<file path="src/rtl/cart_mem_sequencer.sv">
// cart_mem_sequencer
//
// Serialises the mapped PRG (CPU) and CHR (PPU) accesses from a mapper onto a
// single cartridge memory port with a req/ack handshake. Each side owns one
// pending slot. An access granted with allow=0 completes without a memory
// cycle. An access whose ack never arrives is aborted after TIMEOUT cycles.
//
// Ports
//   clk, reset               system clock, synchronous active-high reset
//   prg_req/aout/write/din/allow   CPU strobe and its qualifiers (sampled on strobe)
//   prg_dout, prg_done       CPU read data (held) and one-cycle completion pulse
//   chr_*                    same set for the PPU side
//   mem_req/we/addr/wdata    memory request, held until ack or timeout
//   mem_ack, mem_rdata       one-cycle ack with same-cycle read data
//   err_timeout, err_overrun sticky error flags
module cart_mem_sequencer #(
  parameter int unsigned TIMEOUT  = 15,
  parameter logic [7:0]  OPEN_BUS = 8'hFF
) (
  input  logic        clk,
  input  logic        reset,
  // CPU side
  input  logic        prg_req,
  input  logic [21:0] prg_aout,
  input  logic        prg_write,
  input  logic [7:0]  prg_din,
  input  logic        prg_allow,
  output logic [7:0]  prg_dout,
  output logic        prg_done,
  // PPU side
  input  logic        chr_req,
  input  logic [21:0] chr_aout,
  input  logic        chr_write,
  input  logic [7:0]  chr_din,
  input  logic        chr_allow,
  output logic [7:0]  chr_dout,
  output logic        chr_done,
  // Memory port
  output logic        mem_req,
  output logic        mem_we,
  output logic [21:0] mem_addr,
  output logic [7:0]  mem_wdata,
  input  logic        mem_ack,
  input  logic [7:0]  mem_rdata,
  // Status
  output logic        err_timeout,
  output logic        err_overrun
);

  localparam int unsigned CntW = $clog2(TIMEOUT + 1);
  // Abort on the edge that would take the count to TIMEOUT, so mem_req is
  // high for exactly TIMEOUT cycles.
  localparam logic [CntW-1:0] CntLast = CntW'(TIMEOUT - 1);

  typedef enum logic [1:0] {
    StIdle,
    StIssue,
    StFinish
  } state_e;

  state_e state_q, state_d;

  // Pending slots
  logic        pend_p, pend_c;
  logic [21:0] slot_p_addr, slot_c_addr;
  logic        slot_p_we, slot_c_we;
  logic [7:0]  slot_p_wdata, slot_c_wdata;
  logic        slot_p_allow, slot_c_allow;

  // Service bookkeeping
  logic            sel_chr_q;   // side currently granted (1 = CHR)
  logic            last_chr_q;  // side that completed last (1 = CHR)
  logic [CntW-1:0] cnt_q;

  // Grant view of the slots
  logic        grant_any, grant_chr;
  logic [21:0] g_addr;
  logic        g_we;
  logic [7:0]  g_wdata;
  logic        g_allow;

  // FSM control
  logic       start_mem;
  logic       load_dout;
  logic       load_chr;
  logic [7:0] load_val;
  logic       set_tmo;

  // CHR has default priority; PRG wins a tie only right after a CHR access.
  assign grant_any = pend_p | pend_c;
  assign grant_chr = pend_c & (~pend_p | ~last_chr_q);

  assign g_addr  = grant_chr ? slot_c_addr  : slot_p_addr;
  assign g_we    = grant_chr ? slot_c_we    : slot_p_we;
  assign g_wdata = grant_chr ? slot_c_wdata : slot_p_wdata;
  assign g_allow = grant_chr ? slot_c_allow : slot_p_allow;

  // ---------------------------------------------------------------------------
  // FSM: state register
  // ---------------------------------------------------------------------------
  always_ff @(posedge clk) begin
    if (reset) begin
      state_q <= StIdle;
    end else begin
      state_q <= state_d;
    end
  end

  // ---------------------------------------------------------------------------
  // FSM: next state and control strobes
  // ---------------------------------------------------------------------------
  always_comb begin
    state_d   = state_q;
    start_mem = 1'b0;
    load_dout = 1'b0;
    load_chr  = sel_chr_q;
    load_val  = OPEN_BUS;
    set_tmo   = 1'b0;

    unique case (state_q)
      StIdle: begin
        if (grant_any) begin
          load_chr = grant_chr;
          if (g_allow) begin
            start_mem = 1'b1;
            state_d   = StIssue;
          end else begin
            // Disallowed: reads see open bus, writes vanish.
            load_dout = ~g_we;
            state_d   = StFinish;
          end
        end
      end

      StIssue: begin
        // Ack takes precedence over a timeout firing in the same cycle.
        if (mem_ack) begin
          load_dout = ~mem_we;
          load_val  = mem_rdata;
          state_d   = StFinish;
        end else if (cnt_q == CntLast) begin
          load_dout = ~mem_we;
          set_tmo   = 1'b1;
          state_d   = StFinish;
        end
      end

      StFinish: begin
        state_d = StIdle;
      end

      default: begin
        state_d = StIdle;
      end
    endcase
  end

  // Done pulses are decoded from the FINISH state; dout is loaded on the edge
  // into FINISH so that it is already valid while done is high.
  assign prg_done = (state_q == StFinish) & ~sel_chr_q;
  assign chr_done = (state_q == StFinish) &  sel_chr_q;

  // ---------------------------------------------------------------------------
  // Pending slots and overrun detection
  // ---------------------------------------------------------------------------
  // A slot stays pending through its whole service, including FINISH, so any
  // strobe for that side in that window is an overrun and leaves it untouched.
  always_ff @(posedge clk) begin
    if (reset) begin
      pend_p       <= 1'b0;
      slot_p_addr  <= '0;
      slot_p_we    <= 1'b0;
      slot_p_wdata <= '0;
      slot_p_allow <= 1'b0;
      pend_c       <= 1'b0;
      slot_c_addr  <= '0;
      slot_c_we    <= 1'b0;
      slot_c_wdata <= '0;
      slot_c_allow <= 1'b0;
      err_overrun  <= 1'b0;
    end else begin
      if ((state_q == StFinish) && !sel_chr_q) begin
        pend_p <= 1'b0;
      end else if (prg_req && !pend_p) begin
        pend_p       <= 1'b1;
        slot_p_addr  <= prg_aout;
        slot_p_we    <= prg_write;
        slot_p_wdata <= prg_din;
        slot_p_allow <= prg_allow;
      end

      if ((state_q == StFinish) && sel_chr_q) begin
        pend_c <= 1'b0;
      end else if (chr_req && !pend_c) begin
        pend_c       <= 1'b1;
        slot_c_addr  <= chr_aout;
        slot_c_we    <= chr_write;
        slot_c_wdata <= chr_din;
        slot_c_allow <= chr_allow;
      end

      if ((prg_req && pend_p) || (chr_req && pend_c)) begin
        err_overrun <= 1'b1;
      end
    end
  end

  // ---------------------------------------------------------------------------
  // Grant tracking, memory port, timeout counter, read data
  // ---------------------------------------------------------------------------
  always_ff @(posedge clk) begin
    if (reset) begin
      sel_chr_q   <= 1'b0;
      last_chr_q  <= 1'b0;
      cnt_q       <= '0;
      mem_req     <= 1'b0;
      mem_we      <= 1'b0;
      mem_addr    <= '0;
      mem_wdata   <= '0;
      err_timeout <= 1'b0;
      prg_dout    <= OPEN_BUS;
      chr_dout    <= OPEN_BUS;
    end else begin
      if ((state_q == StIdle) && grant_any) begin
        sel_chr_q <= grant_chr;
      end
      if (state_q == StFinish) begin
        last_chr_q <= sel_chr_q;
      end

      // Address/data are only loaded at grant, so they stay stable during req.
      if (start_mem) begin
        mem_addr  <= g_addr;
        mem_we    <= g_we;
        mem_wdata <= g_wdata;
        cnt_q     <= '0;
      end else if (state_q == StIssue) begin
        cnt_q <= cnt_q + CntW'(1);
      end

      mem_req <= (state_d == StIssue);

      if (set_tmo) begin
        err_timeout <= 1'b1;
      end

      if (load_dout) begin
        if (load_chr) begin
          chr_dout <= load_val;
        end else begin
          prg_dout <= load_val;
        end
      end
    end
  end

endmodule

</file>
<file path="config.mk">
export PLATFORM = sky130hd
export DESIGN_NAME = cart_mem_sequencer
export DESIGN_NICKNAME = d
export VERILOG_FILES = /design/src/rtl/cart_mem_sequencer.sv
export SDC_FILE = /design/constraint.sdc
export NUM_CORES = 1
export LEC_CHECK = 0
export ABC_CLOCK_PERIOD_IN_PS = 2000
export CAP_MARGIN = 15
export CORE_ASPECT_RATIO = 1.1
export CORE_MARGIN = 2
export CORE_UTILIZATION = 45
export DETAILED_ROUTE_END_ITERATION = 12
export PLACE_DENSITY_LB_ADDON = 0.3
export SYNTH_ARGS = -nofsm -noshare
export SYNTH_HDL_FRONTEND = slang
export SYNTH_SLANG_ARGS = --single-unit
</file>
<file path="constraint.sdc">
create_clock -name clk -period 2 [get_ports clk]
set_input_delay 0.2 -clock clk [delete_from_list [all_inputs] [get_ports clk]]
set_output_delay 0.2 -clock clk [all_outputs]
set_load 0.1 [all_outputs]
</file>
Word-level counts from Yosys, hierarchy flattened --
Cells that the tools add are included.
Word-level totals: flip-flop bits (word level) 124, input bits 77, word-level logic and storage cells 83, output and inout bits 52
Cells by class: bitwise logic cells 13, reductions and logical operators 19, multiplexer cells 24, equal/unequal tests 4, add/subtract/negate cells 1
Operators with widths (count):
- 8-bit two-way mux | 3
- 22-bit two-way mux | 1
- 1-bit two-way mux | 14
- 2-bit two-way mux | 4
- 1-bit NOT | 8
- 2-bit AND reduction | 4
- 1-bit logical AND | 7
- 2-bit OR reduction | 3
- 4-bit by 1-bit adder with 4-bit output, second input constant | 1
- 2-bit by 1-bit == test with 1-bit output, second input constant | 2
- 4-bit == test, second input constant | 1
- 2-bit case mux with 2 select lines | 1
- 1-bit AND | 3
- 1-bit zero test | 3
- 2-bit == test, second input constant | 1
- 2-bit zero test | 1
- 1-bit bitwise OR | 2
- 1-bit case mux with 2 select lines | 1
- 1-bit logical OR | 1

Logic depth before layout (Yosys ltp) --
Gate-level depths: netlist of the first run.
word-level depth 9, mapped depth 7, gate-level depth less buffers 6

Worst setup path after synthesis of the first run --
Ideal clock, no wire load.
path type reg2reg, start point register state_q[0], end point register slot_c_wdata[2], path slack -0.727 ns, cell stages (with the launch flop) 8, library setup time 0.070 ns, clock period less this slack 2.727 ns, required time 1.930 ns, arrival time 2.657 ns, path buffers 2, path through dfxtp_1 nand2b_1 nor2_1 or3b_2 clkbuf_1 buf_2 nand2_1 a21oi_1
Between the ends: word-level cells in the longest chain between the ends 4
Ends and longest elaborated chain:
- start: declaration | line 61 | state_e state_q, state_d;
- start signal: assignment | line 103 | state_q <= StIdle;
- start signal: assignment | line 105 | state_q <= state_d;
- 2-bit == test | line 192 | if ((state_q == StFinish) && sel_chr_q) begin
- 1-bit logical AND | line 192
- 1-bit NOT (no line)
- 2-bit AND reduction (no line)
- end signal: assignment | line 198 | slot_c_wdata <= chr_din;
- end: declaration | line 67 | logic [7:0] slot_p_wdata, slot_c_wdata;
Every way passes these cells. A chain may end at the register's enable or synchronous reset.

Worst setup path in the final report of the first run --
start point register pend_c, end point register prg_dout[4]
Between the ends: word-level cells in the longest chain between the ends 7, elaborated cells on any way between the ends 12, those cells by class 7 x mux; 4 x bitwise; 1 x reduce/logical
Ends and longest elaborated chain:
- start: declaration | line 64 | logic pend_p, pend_c;
- start signal: assignment | line 175 | pend_c <= 1'b0;
- start signal: assignment | line 193 | pend_c <= 1'b0;
- start signal: assignment | line 195 | pend_c <= 1'b1;
- 1-bit AND | line 91 | assign grant_chr = pend_c & (~pend_p | ~last_chr_q);
- 1-bit two-way mux | line 94 | assign g_we = grant_chr ? slot_c_we : slot_p_we;
- 1-bit NOT | line 129 | load_dout = ~g_we;
- 1-bit two-way mux | line 124 | if (g_allow) begin
- 1-bit two-way mux | line 122 | if (grant_any) begin
- 1-bit case mux with 2 select lines | line 120 | unique case (state_q)
- 2-bit AND reduction (no line) (*)
- end signal: assignment | line 251 | prg_dout <= load_val;
- end: declaration | line 28 | output logic [7:0] prg_dout,
Mark *: on every way between the ends. The rest lies on a longest branch, timed or not.

==> summary.txt, run 1 <==
Power and ir drop
  – Flop pwr share: 0.381
  – Clk network pwr share: 0.458
  – PD cells: ~1000 nW/um^2
  – Sw Pwr: about 1900 uW
  – Internal power: between 5000 and 6000 uW
  – Comb pwr share: 0.161
  – Static Leak: approximately 0.0027 uW
  – Power consumption: between 7000 and 8000 uW
  – Sw frac: 0.264
  – Maximum vdd drop: approximately 0.49 mV

Synth
  – Count of state elements after synthesis: roughly 120
  – Syn Inst Count: 547
  – Syn. warnings: 0
  – Synthesized area per cell: between 8 and 9 um^2
  – Synth Cell Area: ~4800 um^2
  – Syn Nets: around 630
  – Post-synthesis cell type count: 31
  – Seq/Total Area, Yosys: 0.521

Setup path
  – Kind of critical path: flop to flop
  – CP max FO: 18
  – Reg2Reg Depth: 5
  – Worst EP arrival: 2150 ps
  – Worst setup EP type: flop
  – CP required: 2310 ps
  – Type of origin of the critical path: flop

Die
  – Chip Height: 112 um
  – Die Width: slightly above 100 um
  – Core ar.: just over 10,000 um^2
  – Boundary Pins: roughly 130
  – Die area: about 11,000 um^2
  – Std-Cell Rows: 39
  – Starting density of the core: 0.461

Placed design
  – Post-DP HPWL: 7590 um
  – Routability cong.: between 0.8 and 0.9
  – Placed cells: just under 800
  – Port Buffer Count: between 100 and 150

Run
  – Max-cap violations: 0

Layout
  – Layout cells sized above 1: 0.168
  – Fin nets: 746
  – Ant diodes: 0
  – Synth-to-Final Area Change: 42.0%
  – Most common cell after layout, fill and taps aside: nand2_1
  – Layout Cells excl Fill: approximately 820
  – Most frequent cells in the layout: 130 x nand2_1, 124 x dfxtp_1, 75 x clkdlybuf4s50_1

Timing
  – Fin crit share: 0.920
  – Actual slew at the worst max-slew pin: roughly 570 ps
  – Tightest hold margin: 334 ps
  – Tmin final: about 1800 ps
  – RSZ-0062 raised after global routing: no
  – Final setup viols: 0
  – Final slew viol count: 0
  – Hold Vio Cnt, Final: 0
  – Slew HR: 0.623
  – FMAX: 0.543 GHz
  – Final Skew: 14.1 ps

Min path
  – Hold Crit Class: input pin to flop
  – Worst hold stages: 3

Clocking
  – Hold Buf Count CTS: 0
  – Post-CTS setup buffers: 0
  – Htree depth: 4
  – Skew-Pair Late Insertion Delay: 410 ps
  – CTS tree: done
  – Num CTS Buffers: 17
  – Root buffer cell: clkbuf_16
  – Worst-case clock buffer depth: 2
  – Post_cts resized: 0
  – Reg clk slew, reported paths: around 50 ps
  – Total clock sinks: about 120

GRT
  – Vias in the first global route: 4,141
  – Initial antenna violation count: 0
  – GR Overflow Total: 0
  – Pin count of the biggest net entering global routing: roughly 130
  – First-pass GRT wire length: 19,500 um
  – All-Layer GR Usage: 0.215

Detailed routing
  – Via Count: a little over 4,000
  – DRT iter0 DRCs: 190
  – DR WL/cell: around 14 um
  – Vias per cell: 4.97
  – DRC violations left: 0
  – Pre-Repair DR Iteration Count: 5
  – Final Routed Wirelength: 11,700 um
  – ANT nets after route: 0

Run status
  – Outcome: finished clean
## final cells by class
| type | instances | area [um^2] |
|---|---|---|
| fillers | 890 | 3580 |
| flip-flops and latches | 124 | 2480 |
| multi-input cells | 380 | 2120 |
| repair buffers | 141 | 1330 |
| clock buffers | 22 | 474 |
| well taps | 143 | 179 |
| clock inverters | 10 | 163 |
| inverters | 3 | 11.3 |
## path summary, 6_finish.rpt
kind | startpoint | to | slack (ps)
hold reg to reg | slot_p_addr[17] | slot_p_addr[17] | 450
setup / recovery | pend_c | prg_dout[4] | 160
hold / removal | reset | err_timeout | 330
setup reg to reg | pend_c | prg_dout[4] | 160
## cells by family after synthesis
family                     after synthesis  synth area share
buffers and inverters                   43            0.0410
AOI/OAI and AO/OA                      107             0.143
muxes                                   49             0.103
and+or+nand+nor                        219             0.182
xor gates and xnor gates                 3           0.00551
adders and majority gates                2           0.00525
DFF                                    124             0.521
## Yosys cell counts
cell / count / share of area
nor3_1: 7 / 0.0074
nor3b_1: 2 / 0.0031
a221oi_1: 1 / 0.0018
a22oi_1: 1 / 0.0016
inv_1: 3 / 0.0024
xor2_1: 2 / 0.0037
nor2_1: 71 / 0.056
ha_1: 2 / 0.0052
o21ai_0: 1 / 0.0010
a211oi_2: 7 / 0.018
or3b_2: 2 / 0.0037
nand2_2: 2 / 0.0026
nand3b_1: 1 / 0.0016
a41oi_1: 1 / 0.0018
a31oi_1: 1 / 0.0013
a211oi_1: 24 / 0.038
xnor2_1: 1 / 0.0018
clkbuf_1: 17 / 0.013
a2111oi_2: 1 / 0.0031
a21oi_1: 67 / 0.070
dfxtp_1: 124 / 0.52
nor2b_1: 1 / 0.0013
a22o_1: 1 / 0.0018
nand2_1: 130 / 0.10
o32ai_1: 1 / 0.0018
nand2b_1: 2 / 0.0026
buf_4: 2 / 0.0031
mux2i_1: 49 / 0.10
buf_2: 21 / 0.022
nand4_1: 1 / 0.0013
a21boi_1: 1 / 0.0016
## critical path, cell delays in order, from the launching register on
cell	delay (ps)
dfxtp_1	420
a21boi_4	270
buf_4	360
a22oi_1	180
nand2_2	250
mux2i_1	270
## power by group through the flow
stage | logic [uW] | clock network [uW] | registers (uW)
floorplan | 484 | 0 | 3020
detailed placement | 1150 | 0 | 2750
CTS | 1150 | 3290 | 2700
global route | 1230 | 3410 | 2720
finish | 1140 | 3250 | 2700
global placement | 1130 | 0 | 2750
## flip-flops by register name, summed over array words and instances, names as in the netlist, 2 cells and up
signal,flops
chr_dout,8
mem_wdata,8
slot_c_wdata,8
slot_p_addr,22
slot_c_addr,22
state_q,2
cnt_q,4
prg_dout,8
mem_addr,22
slot_p_wdata,8
## through the flow
| stage | util | setup WS [ps] | area, um^2 | setup TNS (ps) |
|---|---|---|---|---|
| after CTS | 0.654 | 129 | 6770 | 0 |
| after global placement | 0.592 | 258 | 6130 | 0 |
| after global routing | 0.654 | 16.4 | 6770 | 0 |
| after detailed placement | 0.592 | 188 | 6130 | 0 |
| after floorplan | - | -201 | 4770 | -11470 |
| final | 0.654 | 159 | 6770 | 0 |
## metal layers
| metal | wire [um] | GRT usage |
|---|---|---|
| met5 | 0 | 0 |
| met1 | 5080 | 0.262 |
| met4 | 160 | 0.0667 |
| met3 | 583 | 0.0540 |
| met2 | 5890 | 0.371 |
(Power assumes the default switching activity.)
==> run 2: changes to the inputs <==
- CORE_MARGIN: 2 -> not set
- CORE_UTILIZATION: 45 -> 48
==> run 2 against run 1 <==
Maximum frequency is 2.8% higher. Worst hold slack worse by 180 ps. Core utilization is 4.9 points higher. Power is 2.9% lower. First-iteration DRC count is 34% lower. Register-to-register slack better by 50 ps. Clock skew is 5.4 ps lower. Count of clock-buffer cells in the layout is 3 lower.
==> summary.txt, run 2 (synthesized netlist as in run 1, its figures left out) <==
Setup path
  – Critical-path top delay cell: dfxtp_1 (unchanged)
  – Cell chain of the critical path: nor2_1 > o21ai_0 > nor2_4 > buf_12 > nor2_1 > a211oi_1 (was a21boi_4 > buf_4 > a22oi_1 > nand2_2 > mux2i_1)
  – Origin of the critical flop-to-flop path: state_q[1] (was pend_c)
  – CP max FO: 52 (was 18)
  – CP required: 2410 ps (was 2310 ps)
  – Reg2reg setup slack: 210 ps (was 160 ps)
  – CP max stage delay: 350 ps (was 420 ps)
  – Kind of critical path: flop to flop (unchanged)
  – Worst r2r dst: mem_addr[8] (was prg_dout[4])
  – Worst EP arrival: 2200 ps (was 2150 ps)
  – Reg2Reg Depth: 6 (was 5)
  – Type of origin of the critical path: flop (unchanged)
  – CP most frequent cell: nor2_1
  – Worst setup EP type: flop (unchanged)

Layout
  – Ant diodes: 0 (unchanged)
  – Layout cells sized above 1: 0.172 (was 0.168)
  – # fillers: 728 (was 890)
  – Synth-to-Final Area Change: 40.0% (was 42.0%)
  – Most frequent cells in the layout: 130 x nand2_1, 124 x dfxtp_1, 75 x clkdlybuf4s50_1 (unchanged)
  – Layout Cells excl Fill: 798 (was 823)
  – Most common cell after layout, fill and taps aside: nand2_1 (unchanged)
  – Top Registers: mem_addr (22), slot_c_addr (22), slot_p_addr (22) (unchanged)
  – Fin nets: 747 (was 746)

Clocking
  – Worst-case clock buffer depth: 2 (unchanged)
  – Total clock sinks: 124 (unchanged)
  – Htree depth: 4 (unchanged)
  – Reg clk slew, reported paths: 60 ps (was 50 ps)
  – CTS tree: done (unchanged)
  – Post-CTS setup buffers: 0 (unchanged)
  – Root buffer cell: clkbuf_8 (was clkbuf_16)
  – Num CTS Buffers: 17 (unchanged)
  – Hold Buf Count CTS: 0 (unchanged)
  – Skew-Pair Late Insertion Delay: 500 ps (was 410 ps)

Timing
  – Setup TNS: 0 ps (unchanged)
  – Tightest hold margin: 154 ps (was 334 ps)
  – Hold Vio Cnt, Final: 0 (unchanged)
  – RSZ-0062 raised after global routing: no (unchanged)
  – Slew HR: 0.642 (was 0.623)
  – Fin crit share: 0.895 (was 0.920)
  – Tmin final: 1790 ps (was 1840 ps)
  – Final setup viols: 0 (unchanged)
  – Actual slew at the worst max-slew pin: 531 ps (was 566 ps)
  – Final slew viol count: 0 (unchanged)
  – FMAX: 0.559 GHz (was 0.543 GHz)
  – Final Skew: 8.67 ps (was 14.1 ps)

Detailed routing
  – DRC violations left: 0 (unchanged)
  – Top sig layer: met4 (unchanged)
  – Final Routed Wirelength: 11,700 um (about the same)
  – DR WL/cell: 14.7 um (was 14.2 um)
  – DR WL met2: 6110 um (was 5890 um)
  – DRT iter0 DRCs: 126 (was 190)
  – Via Count: 4,171 (was 4,087)
  – ANT nets after route: 0 (unchanged)
  – Routed wl met3: 507 um (was 583 um)
  – Pre-Repair DR Iteration Count: 5 (unchanged)
  – Met1 wire length: 5080 um (about the same)
  – Vias per cell: 5.23 (was 4.97)

Die
  – Die Width: 97.0 um (was 102 um)
  – Core ar.: 9490 um^2 (was 10,300 um^2)
  – Starting density of the core: 0.502 (was 0.461)
  – Die area: 10,300 um^2 (was 11,400 um^2)
  – Std-Cell Rows: 37 (was 39)
  – Boundary Pins: 129 (unchanged)
  – Chip Height: 107 um (was 112 um)

GRT
  – GR Overflow Total: 0 (unchanged)
  – Pin count of the biggest net entering global routing: 82 (was 125)
  – Vias in the first global route: 4,072 (was 4,141)
  – First-pass GRT wire length: 18,900 um (was 19,500 um)
  – All-Layer GR Usage: 0.229 (was 0.215)
  – Initial antenna violation count: 0 (unchanged)

Placed design
  – Placed cells: 766 (was 791)
  – Post-DP HPWL: 7850 um (was 7590 um)
  – Routability cong.: 0.792 (was 0.814)
  – Port Buffer Count: 128 (unchanged)

Run status
  – Outcome: finished clean (unchanged)

Power and ir drop
  – Static Leak: 0.00264 uW (was 0.00267 uW)
  – PD cells: 1030 nW/um^2 (was 1050 nW/um^2)
  – Maximum vdd drop: 0.611 mV (was 0.492 mV)

Min path
  – Worst hold start: reset (unchanged)
  – Worst hold stages: 2 (was 3)
  – Hold Crit Class: input pin to flop (unchanged)
  – Hold Path Sink: err_timeout (unchanged)

Run
  – Max-cap violations: 0 (unchanged)
run 2: power by group:
| group | switching (uW) | internal [uW] | leakage, uW |
|---|---|---|---|
| sequential | 88.7 | 2610 | 0.00101 |
| combinational | 725 | 411 | 0.00134 |
| clock | 1100 | 1940 | 0.000285 |
run 2: worst max path at each step:
stage	endpoint	start	cells past startpoint	slack, ps
floorplan	slot_c_wdata[2]	state_q[0]	7	-200
global placement	chr_dout[1]	mem_ack	5	230
detailed placement	prg_dout[7]	mem_ack	5	140
CTS	prg_dout[5]	pend_c	5	200
global route	mem_addr[2]	state_q[1]	6	60
finish	mem_addr[8]	state_q[1]	6	210
run 2: metal layers:
metal / GRT usage / vias up
met2: 0.415 / 106
li1: - / 2093
met4: 0.0608 / 0
met3: 0.0585 / 2
met1: 0.267 / 1970
met5: 0 / -
run 2: cell type report:
cell class | count | area (um^2) | share of cell area
flip-flops and latches | 124 | 2480 | 0.372
multi-input cells | 380 | 2130 | 0.319
inverters | 3 | 11.3 | 0.00169
clock buffers | 19 | 432 | 0.0647
well taps | 117 | 146 | 0.0219
repair buffers | 142 | 1300 | 0.195
clock inverters | 13 | 166 | 0.0249
run 2: repair_timing:
action                                  in CTS  in global routing
gates resized for setup                      0                  1
endpoints found under the setup margin       0                  1
hold endpoints to repair                     0                  0
run 2: through the flow:
stage / utilization / area [um^2] / setup WS (ps) / total power [uW]
floorplan: - / 4770 / -201 / 3500
global placement: 0.639 / 6070 / 228 / 3860
detailed placement: 0.639 / 6070 / 141 / 3880
CTS: 0.702 / 6660 / 195 / 6930
global route: 0.703 / 6670 / 58.5 / 7120
finish: 0.703 / 6670 / 210 / 6880
run 2: critical path: cells and delay by family (launching register included):
family | cells | cell delay, ps
flops | 1 | 350
compound gates | 2 | 510
simple gates | 3 | 560
buf+inv | 1 | 260
==> run 3: changes to the inputs <==
- CORE_MARGIN: not set -> 1
==> results of run 3 <==
Same layout as run 2: the final DEF is identical, and so are final timing and power.
